$ cat src/rtl/uart_pkg.sv
// Shared definitions for the 8N1 UART: frame-state encoding, default clocking
// constants and the bit-period derivation used by both directions.
package uart_pkg;

    typedef enum logic [1:0] {
        ST_IDLE  = 2'd0,
        ST_START = 2'd1,
        ST_DATA  = 2'd2,
        ST_STOP  = 2'd3
    } uart_state_t;

    localparam int DEFAULT_CLK_FREQ = 50_000_000;
    localparam int DEFAULT_BAUD     = 115_200;

    function automatic int clks_per_bit(input int clk_freq, input int baud);
        return clk_freq / baud;
    endfunction

endpackage

$ cat src/rtl/uart_rx.sv
// 8N1 receiver: 2-flop synchroniser, centre-sampling frame FSM, registered byte output.
// Optional UART_STOP_CHECK_EN drops frames whose stop bit reads low.
module uart_rx
    import uart_pkg::*;
#(
    parameter int CLKS_PER_BIT = 434
) (
    input  logic       clk,
    input  logic       rst,
    input  logic       rx,
    output logic [7:0] data_out,
    output logic       data_ready
);

    localparam int            CW        = $clog2(CLKS_PER_BIT);
    localparam logic [CW-1:0] BIT_LAST  = CW'(CLKS_PER_BIT - 1);
    localparam logic [CW-1:0] HALF_LAST = CW'(CLKS_PER_BIT / 2 - 1);
    localparam logic [CW-1:0] CNT_ONE   = CW'(1);

    logic              rx_meta;
    logic              rx_sync;
    uart_state_t       state;
    logic [CW-1:0]     cnt;
    logic [2:0]        idx;
    logic [7:0]        shift;
`ifdef UART_STOP_CHECK_EN
    logic              armed;
`endif

    // Two-flop synchroniser; resets to the idle line level
    always_ff @(posedge clk) begin
        if (rst) begin
            rx_meta <= 1'b1;
            rx_sync <= 1'b1;
        end else begin
            rx_meta <= rx;
            rx_sync <= rx_meta;
        end
    end

    // Frame FSM: start bit confirmed at half a bit, then one sample per bit centre
    always_ff @(posedge clk) begin
        if (rst) begin
            state      <= ST_IDLE;
            cnt        <= '0;
            idx        <= 3'd0;
            shift      <= 8'h00;
            data_out   <= 8'h00;
            data_ready <= 1'b0;
`ifdef UART_STOP_CHECK_EN
            armed      <= 1'b1;
`endif
        end else begin
            data_ready <= 1'b0;
            case (state)
                ST_IDLE: begin
                    cnt <= '0;
                    idx <= 3'd0;
`ifdef UART_STOP_CHECK_EN
                    // After a framing error the line must go high before a new start counts
                    if (!armed) begin
                        armed <= rx_sync;
                    end else if (!rx_sync) begin
                        state <= ST_START;
                    end else begin
                        state <= ST_IDLE;
                    end
`else
                    if (!rx_sync) begin
                        state <= ST_START;
                    end else begin
                        state <= ST_IDLE;
                    end
`endif
                end
                ST_START: begin
                    if (cnt == HALF_LAST) begin
                        cnt   <= '0;
                        state <= rx_sync ? ST_IDLE : ST_DATA;
                    end else begin
                        cnt <= cnt + CNT_ONE;
                    end
                end
                ST_DATA: begin
                    if (cnt == BIT_LAST) begin
                        cnt   <= '0;
                        shift <= {rx_sync, shift[7:1]};
                        if (idx == 3'd7) begin
                            state <= ST_STOP;
                        end else begin
                            idx <= idx + 3'd1;
                        end
                    end else begin
                        cnt <= cnt + CNT_ONE;
                    end
                end
                ST_STOP: begin
                    if (cnt == BIT_LAST) begin
                        cnt   <= '0;
                        state <= ST_IDLE;
`ifdef UART_STOP_CHECK_EN
                        if (rx_sync) begin
                            data_out   <= shift;
                            data_ready <= 1'b1;
                        end else begin
                            armed <= 1'b0;
                        end
`else
                        data_out   <= shift;
                        data_ready <= 1'b1;
`endif
                    end else begin
                        cnt <= cnt + CNT_ONE;
                    end
                end
                default: begin
                    state <= ST_IDLE;
                    cnt   <= '0;
                end
            endcase
        end
    end

endmodule

$ cat src/rtl/uart_top.sv
// Full-duplex 8N1 UART: inline transmitter FSM plus the uart_rx receiver.
// UART_STOP_CHECK_EN (optional) enables stop-bit validation in the receiver.
module uart_top
    import uart_pkg::*;
#(
    parameter int CLK_FREQ = DEFAULT_CLK_FREQ,
    parameter int BAUD     = DEFAULT_BAUD
) (
    input  logic       clk,
    input  logic       rst,
    input  logic       rx,
    output logic       tx,
    input  logic [7:0] data_in,
    input  logic       send,
    output logic       busy,
    output logic [7:0] data_out,
    output logic       data_ready
);

    localparam int            CLKS_PER_BIT = clks_per_bit(CLK_FREQ, BAUD);
    localparam int            CW           = $clog2(CLKS_PER_BIT);
    localparam logic [CW-1:0] BIT_LAST     = CW'(CLKS_PER_BIT - 1);
    localparam logic [CW-1:0] CNT_ONE      = CW'(1);

    uart_state_t   tx_state;
    logic [CW-1:0] tx_cnt;
    logic [2:0]    tx_idx;
    logic [7:0]    tx_shift;

    // Transmit sequencer; tx and busy are driven straight from this register set
    always_ff @(posedge clk) begin
        if (rst) begin
            tx_state <= ST_IDLE;
            tx_cnt   <= '0;
            tx_idx   <= 3'd0;
            tx_shift <= 8'h00;
            tx       <= 1'b1;
            busy     <= 1'b0;
        end else begin
            case (tx_state)
                ST_IDLE: begin
                    tx_cnt <= '0;
                    tx_idx <= 3'd0;
                    if (send) begin
                        tx_shift <= data_in;
                        tx       <= 1'b0;
                        busy     <= 1'b1;
                        tx_state <= ST_START;
                    end else begin
                        tx   <= 1'b1;
                        busy <= 1'b0;
                    end
                end
                ST_START: begin
                    if (tx_cnt == BIT_LAST) begin
                        tx_cnt   <= '0;
                        tx       <= tx_shift[0];
                        tx_state <= ST_DATA;
                    end else begin
                        tx_cnt <= tx_cnt + CNT_ONE;
                    end
                end
                ST_DATA: begin
                    if (tx_cnt == BIT_LAST) begin
                        tx_cnt <= '0;
                        if (tx_idx == 3'd7) begin
                            tx       <= 1'b1;
                            tx_state <= ST_STOP;
                        end else begin
                            // Next bit is presented one shift ahead of the register update
                            tx       <= tx_shift[1];
                            tx_shift <= {1'b0, tx_shift[7:1]};
                            tx_idx   <= tx_idx + 3'd1;
                        end
                    end else begin
                        tx_cnt <= tx_cnt + CNT_ONE;
                    end
                end
                ST_STOP: begin
                    if (tx_cnt == BIT_LAST) begin
                        tx_cnt   <= '0;
                        busy     <= 1'b0;
                        tx_state <= ST_IDLE;
                    end else begin
                        tx_cnt <= tx_cnt + CNT_ONE;
                    end
                end
                default: begin
                    tx_state <= ST_IDLE;
                    tx       <= 1'b1;
                    busy     <= 1'b0;
                end
            endcase
        end
    end

    uart_rx #(
        .CLKS_PER_BIT(CLKS_PER_BIT)
    ) u_rx (
        .clk       (clk),
        .rst       (rst),
        .rx        (rx),
        .data_out  (data_out),
        .data_ready(data_ready)
    );

endmodule

$ cat config.mk
export PLATFORM = sky130hd
export DESIGN_NAME = uart_top
export DESIGN_NICKNAME = d
export VERILOG_FILES = /design/src/rtl/uart_pkg.sv /design/src/rtl/uart_rx.sv /design/src/rtl/uart_top.sv
export SDC_FILE = /design/constraint.sdc
export NUM_CORES = 1
export LEC_CHECK = 0
export BUFFER_PORTS_ARGS = -buffer_cell sky130_fd_sc_hd__buf_2
export CAP_MARGIN = 10
export CORE_MARGIN = 2
export CORE_UTILIZATION = 53
export DETAILED_ROUTE_END_ITERATION = 6
export GPL_TIMING_DRIVEN = 1
export PLACE_DENSITY = 0.78
export SYNTH_ARGS = -nofsm -noshare
export SYNTH_HDL_FRONTEND = slang
export SYNTH_SLANG_ARGS = --single-unit
$ cat constraint.sdc
create_clock -name clk -period 2.2 [get_ports clk]
set_clock_uncertainty 0.15 [all_clocks]
set_input_delay 0.22 -clock clk [delete_from_list [all_inputs] [get_ports clk]]
set_output_delay 0.22 -clock clk [all_outputs]
set_load 0.01 [all_outputs]
==> qor.csv, run 1 <==
metric,value,unit
Worst-Margin Slew,0.5342,ns
post-synthesis sequential area ratio,44.71,%
hold_sp,data_in[7],
GRT Util Overall,19.21,%
Final Util,63.97,%
Die ar.,5387,µm²
Seq cells post-synth,57,
"EDFF count, synth",0,
fillers,372,
Yosys cell types,45,
WP data arrival,2.13,ns
Ys Warns,0,
Top Ports,23,
Post-DP HPWL,3.114,mm
RR Endpoint,tx_shift[2],
number of global-route vias before repair,1744,
"antenna viol nets, final",0,
Peak VDD IR,599.7,µV
Tmin final,2.044,ns
# DRC,0,
Yosys top cell by area,dfxtp_1,
drt pass-1 iters,4,
Total Power,3.144,mW
Worst Setup SP,tx_idx[0],
Fmax achieved,0.4893,GHz
final setup vio count,0,
Worst EP required,2.28,ns
RSZ-0062 raised after global routing,no,
CP peak stage delay,0.38,ns
Die X,73.40,µm
Max-slew headroom,63.90,%
global-route wire length before repair,7.734,mm
DRT Wirelength,4.544,mm
core area,4692,µm²
DR iter-0 viols,62,
clock tree from TritonCTS,yes,
clk_lat worst skew,0.35,ns
number of max-cap violations,0,
clock sinks,57,
Hold Path Depth,3,
Synth top area share,44.71,%
PortBufs,22,
Leak,1.159,nW
Hold Path Class,in -> reg,
Vias/cell,5.285,
"most used cell, CP",ha_1,
r2r startpoint,tx_idx[0],
die height,73.40,µm
ys async rst share,0,%
Tcrit/Tclk final,92.90,%
"Hold Vio Cnt, Final",0,
cell chain of the critical path,ha_1 > ha_1 > nor2b_1 > or3b_1 > or2_4 > o221a_1,
worst-case hold path end point,tx_shift[7],
Rows,25,
Clock Pin Slew Worst Setup and Hold Paths,0.06,ns
number of antenna violations at the first check in global routing,0,
total number of vias,1892,
DR WL/cell,12.69,µm
reg-to-reg setup timing slack,0.16,ns
"Area growth, synth to finish",17.60,%
setup_tns,0,ns
status,"finished, final reports clean",
PwrDens,1048,nW/µm²
post-synthesis cell area,2552,µm²
Critical Path End Type,register,
crit path kind,reg -> reg,
max-slew violations,0,
Syn Inst Count,273,
Initial Util,54.40,%
fraction of layout cells with a size suffix above 1,17.43,%
NumNets Final,324,
slowest CP cell,or3b_1,
Clock Tree Root,clkbuf_8,
largest net degree at the start of global routing,28,
prevailing post-synth register cell,dfxtp_1,
Synth area leaders,"dfxtp_1 45%, nor2_1 9.7%, mux2i_1 7.8%",
Post-Syn Nets,298,
clk buf depth,2,
Routability Congestion,0.7904,
startpoint types,register,
# diodes,0,
H-tree depth,3,
grt ovf,0,
length in cells of the worst reg-to-reg path,6,
CTS Buf Count,9,
Post-Syn Area per Cell,9.350,µm²
crit-path max FO,7,
hold_ws,0.05004,ns
-- cells in the mapped netlist, drive strengths merged (2+ instances only) --
cell / n
nand3: 9
inv: 11
and2: 2
nand4bb: 2
buf: 6
a22o: 2
and3: 2
mux2i: 20
a21oi: 4
nor3: 3
nor2b: 2
nand4b: 2
a211oi: 3
nand2: 5
nand4: 3
nor3b: 2
xor2: 4
mux2: 3
xnor2: 10
ha: 13
nor2: 66
or2: 3
o221a: 7
o21ai: 4
nor4: 3
dfxtp: 57
clkbuf: 7
nand2b: 6
-- layout make-up --
type / count / area (µm²) / area share [%]
well taps: 54 / 67.56 / 2.251
clock buffers: 9 / 123.9 / 4.127
flip-flops and latches: 57 / 1141 / 38.02
clock inverters: 7 / 142.6 / 4.752
inverters: 11 / 41.29 / 1.376
repair buffers: 28 / 157.7 / 5.252
multi-input cells: 192 / 1328 / 44.23
-- cell families (layout without fill, tap and decap cells) --
group / after synthesis / in the layout / share of synthesized area, %
compound gates: 27 / 27 / 8.481
xor+xnor: 14 / 14 / 4.804
fa+ha+maj: 13 / 13 / 6.373
buf+inv: 24 / 55 / 3.873
flops: 57 / 57 / 44.71
mux: 23 / 23 / 9.166
simple gates: 115 / 115 / 22.60
-- state kept, by name, indices dropped and copies added (netlist names), named ones only --
signal / count
tx_shift: 8
u_rx.shift: 8
tx: 1
u_rx.idx: 3
u_rx.data_ready: 1
tx_cnt: 9
tx_state: 2
tx_idx: 3
u_rx.cnt: 9
u_rx.state: 1
u_rx.rx_meta: 1
u_rx.rx_sync: 1
busy: 1
u_rx.data_out: 8
-- power breakdown --
part	internal (mW)	switching (mW)	leakage (nW)
Sequential	1.15	0.0816	0.463
Clock	0.868	0.434	0.133
Combinational	0.273	0.339	0.563
Total	2.29	0.855	1.16
-- layer usage --
metal  share of wire (%)  up-vias  wire (µm)  global-route usage [%]
li1                    -      987          -                       -
met2                  47       28       2128                   28.73
met1                  47      867       2142                   23.74
met4                 2.0        0         91                   9.899
met5                   0        -          0                       0
met3                 4.0       10        181                   7.819
-- metrics by stage --
stage / setup slack (ns) / instance area [µm²] / cells
global placement: 0.1405 / 2723 / 341
CTS: 0.05436 / 2999 / 358
detailed placement: 0.06123 / 2723 / 341
floorplan: 0.08074 / 2552 / 273
finish: 0.1561 / 3002 / 358
global route: 0.01105 / 3002 / 358
-- worst max-delay path: cells and delay by family (launching register included) --
family / cells / cell delay [ns]
AND/OR/NAND/NOR: 3 / 0.81
adder cells (fa/ha/maj): 2 / 0.42
flip-flops: 1 / 0.32
AO/OA/AOI/OAI: 1 / 0.24
-- cell usage in the layout (no fill, tap or decap), types with 3 or more instances in the layout --
master / instances
o221a_1: 7
nand3_1: 9
nand4_1: 3
ha_1: 13
bufinv_16: 4
buf_2: 22
a211oi_1: 3
nand2_1: 5
mux2_2: 3
xor2_1: 4
a21oi_1: 4
buf_4: 5
o21ai_0: 4
dfxtp_1: 57
inv_1: 11
mux2i_1: 20
nor3_1: 3
xnor2_1: 10
nor2_1: 66
nand2b_1: 6
clkbuf_8: 9
-- worst max-delay path by stage --
stage | endpoint | cells after the start
2_1_floorplan | tx_shift[6] | 9
3_3_place_gp | tx_shift[2] | 6
3_5_place_dp | tx_shift[2] | 6
4_1_cts | tx_shift[2] | 6
5_1_grt | u_rx.idx[0] | 5
6_report | tx_shift[2] | 6
-- repair_timing --
item,CTS,global route
setup buffers,0,0
gates resized for setup,0,2
hold buffers,1,0
endpoints found under the setup margin,0,7
hold endpoints to repair,1,0
No activity file was read; power rests on OpenSTA's default activity.
==> inputs of run 2 (changes only) <==
--- a/config.mk
+++ b/config.mk
@@ -5,6 +5,7 @@
 export SDC_FILE = /design/constraint.sdc
 export NUM_CORES = 1
 export LEC_CHECK = 0
+export ABC_AREA = 0
 export BUFFER_PORTS_ARGS = -buffer_cell sky130_fd_sc_hd__buf_2
 export CAP_MARGIN = 10
 export CORE_MARGIN = 2
@@ -14,4 +15,5 @@
 export PLACE_DENSITY = 0.78
 export SYNTH_ARGS = -nofsm -noshare
 export SYNTH_HDL_FRONTEND = slang
+export SYNTH_HIERARCHICAL = 1
 export SYNTH_SLANG_ARGS = --single-unit
==> run 2 against run 1 <==
- synthesized cell count rose by 2.6%
- largest cell class unchanged
- routed wire length rose by 9.5%
- global-route usage rose by 0.38 points
- fmax rose by 0.58%
- via count rose by 8.9%
- worst hold slack got worse by 0.027 ns
- final cell count rose by 7.3%
- power fell by 4.6%
==> qor.csv, run 2 <==
metric,value,unit
DR WL met3,177,µm
# diodes,0,
post-synthesis sequential area ratio,42.60,%
Routability Congestion,0.8178,
grt ovf,0,
startpoint types,register,
cell chain of the critical path,inv_1 > ha_1 > or3_1 > a211o_1 > a211oi_1,
"Hold Vio Cnt, Final",0,
Ys Warns,6,
Critical Path End Type,register,
prevailing post-synth register cell,dfxtp_1,
clk buf depth,2,
Resize count post-CTS,0,
clk_lat worst skew,0.34,ns
most frequent cells in the layout,"57 x dfxtp_1, 35 x nor2_1, 22 x buf_2",
DRT Wirelength,4.975,mm
core area,4786,µm²
Max-slew headroom,65.45,%
"antenna viol nets, final",0,
"Area growth, synth to finish",16.86,%
Clock Pin Slew Worst Setup and Hold Paths,0.06,ns
top sig layer,met4,
Clock Tree Root,clkbuf_8,
NumNets Final,337,
Initial Util,55.97,%
Hold Path Class,in -> reg,
Peak VDD IR,420.1,µV
Seq cells post-synth,57,
post-synthesis cell area,2679,µm²
H-tree depth,3,
final setup vio count,0,
Tmin final,2.032,ns
Post-Syn Area per Cell,9.567,µm²
Die ar.,5639,µm²
Synth top area share,42.60,%
total number of vias,2061,
fillers,387,
largest net degree at the start of global routing,25,
top-count cell post-synth,dfxtp_1,
fraction of layout cells with a size suffix above 1,17.67,%
"EDFF count, synth",0,
Tcrit/Tclk final,92.36,%
PortBufs,22,
reg-to-reg setup timing slack,0.17,ns
Syn Inst Count,280,
Setup Buffers After CTS,0,
ys async rst share,0,%
Post-DP HPWL,3.401,mm
number of global-route vias before repair,1869,
Rows,25,
die height,75.10,µm
crit path kind,reg -> reg,
DR WL/cell,12.96,µm
Yosys cell types,49,
CTS Buf Count,9,
status,"finished, final reports clean",
DR iter-0 viols,64,
clock sinks,57,
Yosys top cell by area,dfxtp_1,
PwrDens,957.7,nW/µm²
Post-synth top cells,"57 x dfxtp_1, 35 x nor2_1, 21 x nand2b_1, 20 x mux2i_1, 13 x ha_1",
Worst-Margin Slew,0.5171,ns
drt pass-1 iters,4,
CP peak stage delay,0.43,ns
GRT Util Overall,19.59,%
Die X,75.10,µm
clock tree from TritonCTS,yes,
Fmax achieved,0.4921,GHz
global-route wire length before repair,8.321,mm
slowest CP cell,or3_1,
Vias/cell,5.367,
Synth area leaders,"dfxtp_1 43%, mux2i_1 7.5%, ha_1 6.1%",
# DRC,0,
crit-path max FO,8,
Worst EP required,2.29,ns
met2 WL,2.427,mm
number of antenna violations at the first check in global routing,0,
Top Ports,23,
number of max-cap violations,0,
Top Registers,"tx_cnt (9), u_rx/cnt (9)",
RSZ-0062 raised after global routing,no,
WP data arrival,2.13,ns
"most common cell after layout, fill and taps aside",dfxtp_1,
max-slew violations,0,
M1 WL,2.274,mm
Leak,1.350,nW
Post-Syn Nets,305,
setup_tns,0,ns
Final Util,65.41,%
[run 2: metal layers]
metal  vias to the layer above  track usage (%)
met5                         -                0
met4                         0            10.91
met3                        10            6.292
met2                        33            30.70
met1                       956            23.79
li1                       1062                -
[run 2: area by class of cell]
cell class,instances,area [µm²],area share [%]
Multi-Input combinational cell,204,1464,46.76
Sequential cell,57,1141,36.45
Clock buffer,12,165.2,5.276
Timing Repair Buffer,28,157.7,5.036
Tap cell,67,83.83,2.678
Clock inverter,4,73.82,2.358
Inverter,12,45.04,1.439
[run 2: critical path: cells and delay by family (launching register included)]
family / cells / cell delay (ns)
compound gates: 2 / 0.61
simple gates: 1 / 0.43
fa+ha+maj: 1 / 0.29
buf+inv: 1 / 0.09
flops: 1 / 0.37
[run 2: path summary, 6_finish.rpt]
kind | startpoint | end | cells after the start
max | tx_state[0] | tx_state[0] | 5
min | data_in[7] | tx_shift[7] | 3
max reg2reg | tx_state[0] | tx_state[0] | 5
min reg2reg | u_rx/rx_meta | u_rx/rx_sync | 1
[run 2: logic make-up (layout without fill, tap and decap cells)]
family                     Yosys count  in the layout  synth area share, %
and+or+nand+nor                    117            117                25.60
xor gates and xnor gates            10             10                3.270
adders and majority gates           13             13                6.072
DFF                                 57             57                42.60
AOI/OAI and AO/OA                   43             43                11.82
muxes                               21             21                7.893
buffers and inverters               19             56                2.756
[run 2: per-stage QoR]
step	std cells	instance area, µm²	setup WS, ns	total power [mW]	hold slack (ns)
final	384	3131	0.1680	2.998	0.02310
after global routing	384	3131	0.06723	3.166	0.01926
after CTS	384	3131	0.1720	3.026	0.01581
after detailed placement	367	2882	0.1924	1.865	0.2534
after global placement	367	2882	0.3434	1.835	0.2428
after floorplan	280	2679	0.4052	1.709	0.1738
[run 2: timing repair]
action / in CTS / in global routing
hold buffers: 1 / 0
endpoints found under the setup margin: 0 / 0
endpoints found under the hold margin: 1 / 0
[run 2: power by group]
part | total [mW] | switching [mW] | internal (mW)
registers | 1.22 | 0.0705 | 1.15
clock network | 1.15 | 0.416 | 0.730
logic | 0.635 | 0.362 | 0.273
total | 3.00 | 0.848 | 2.15
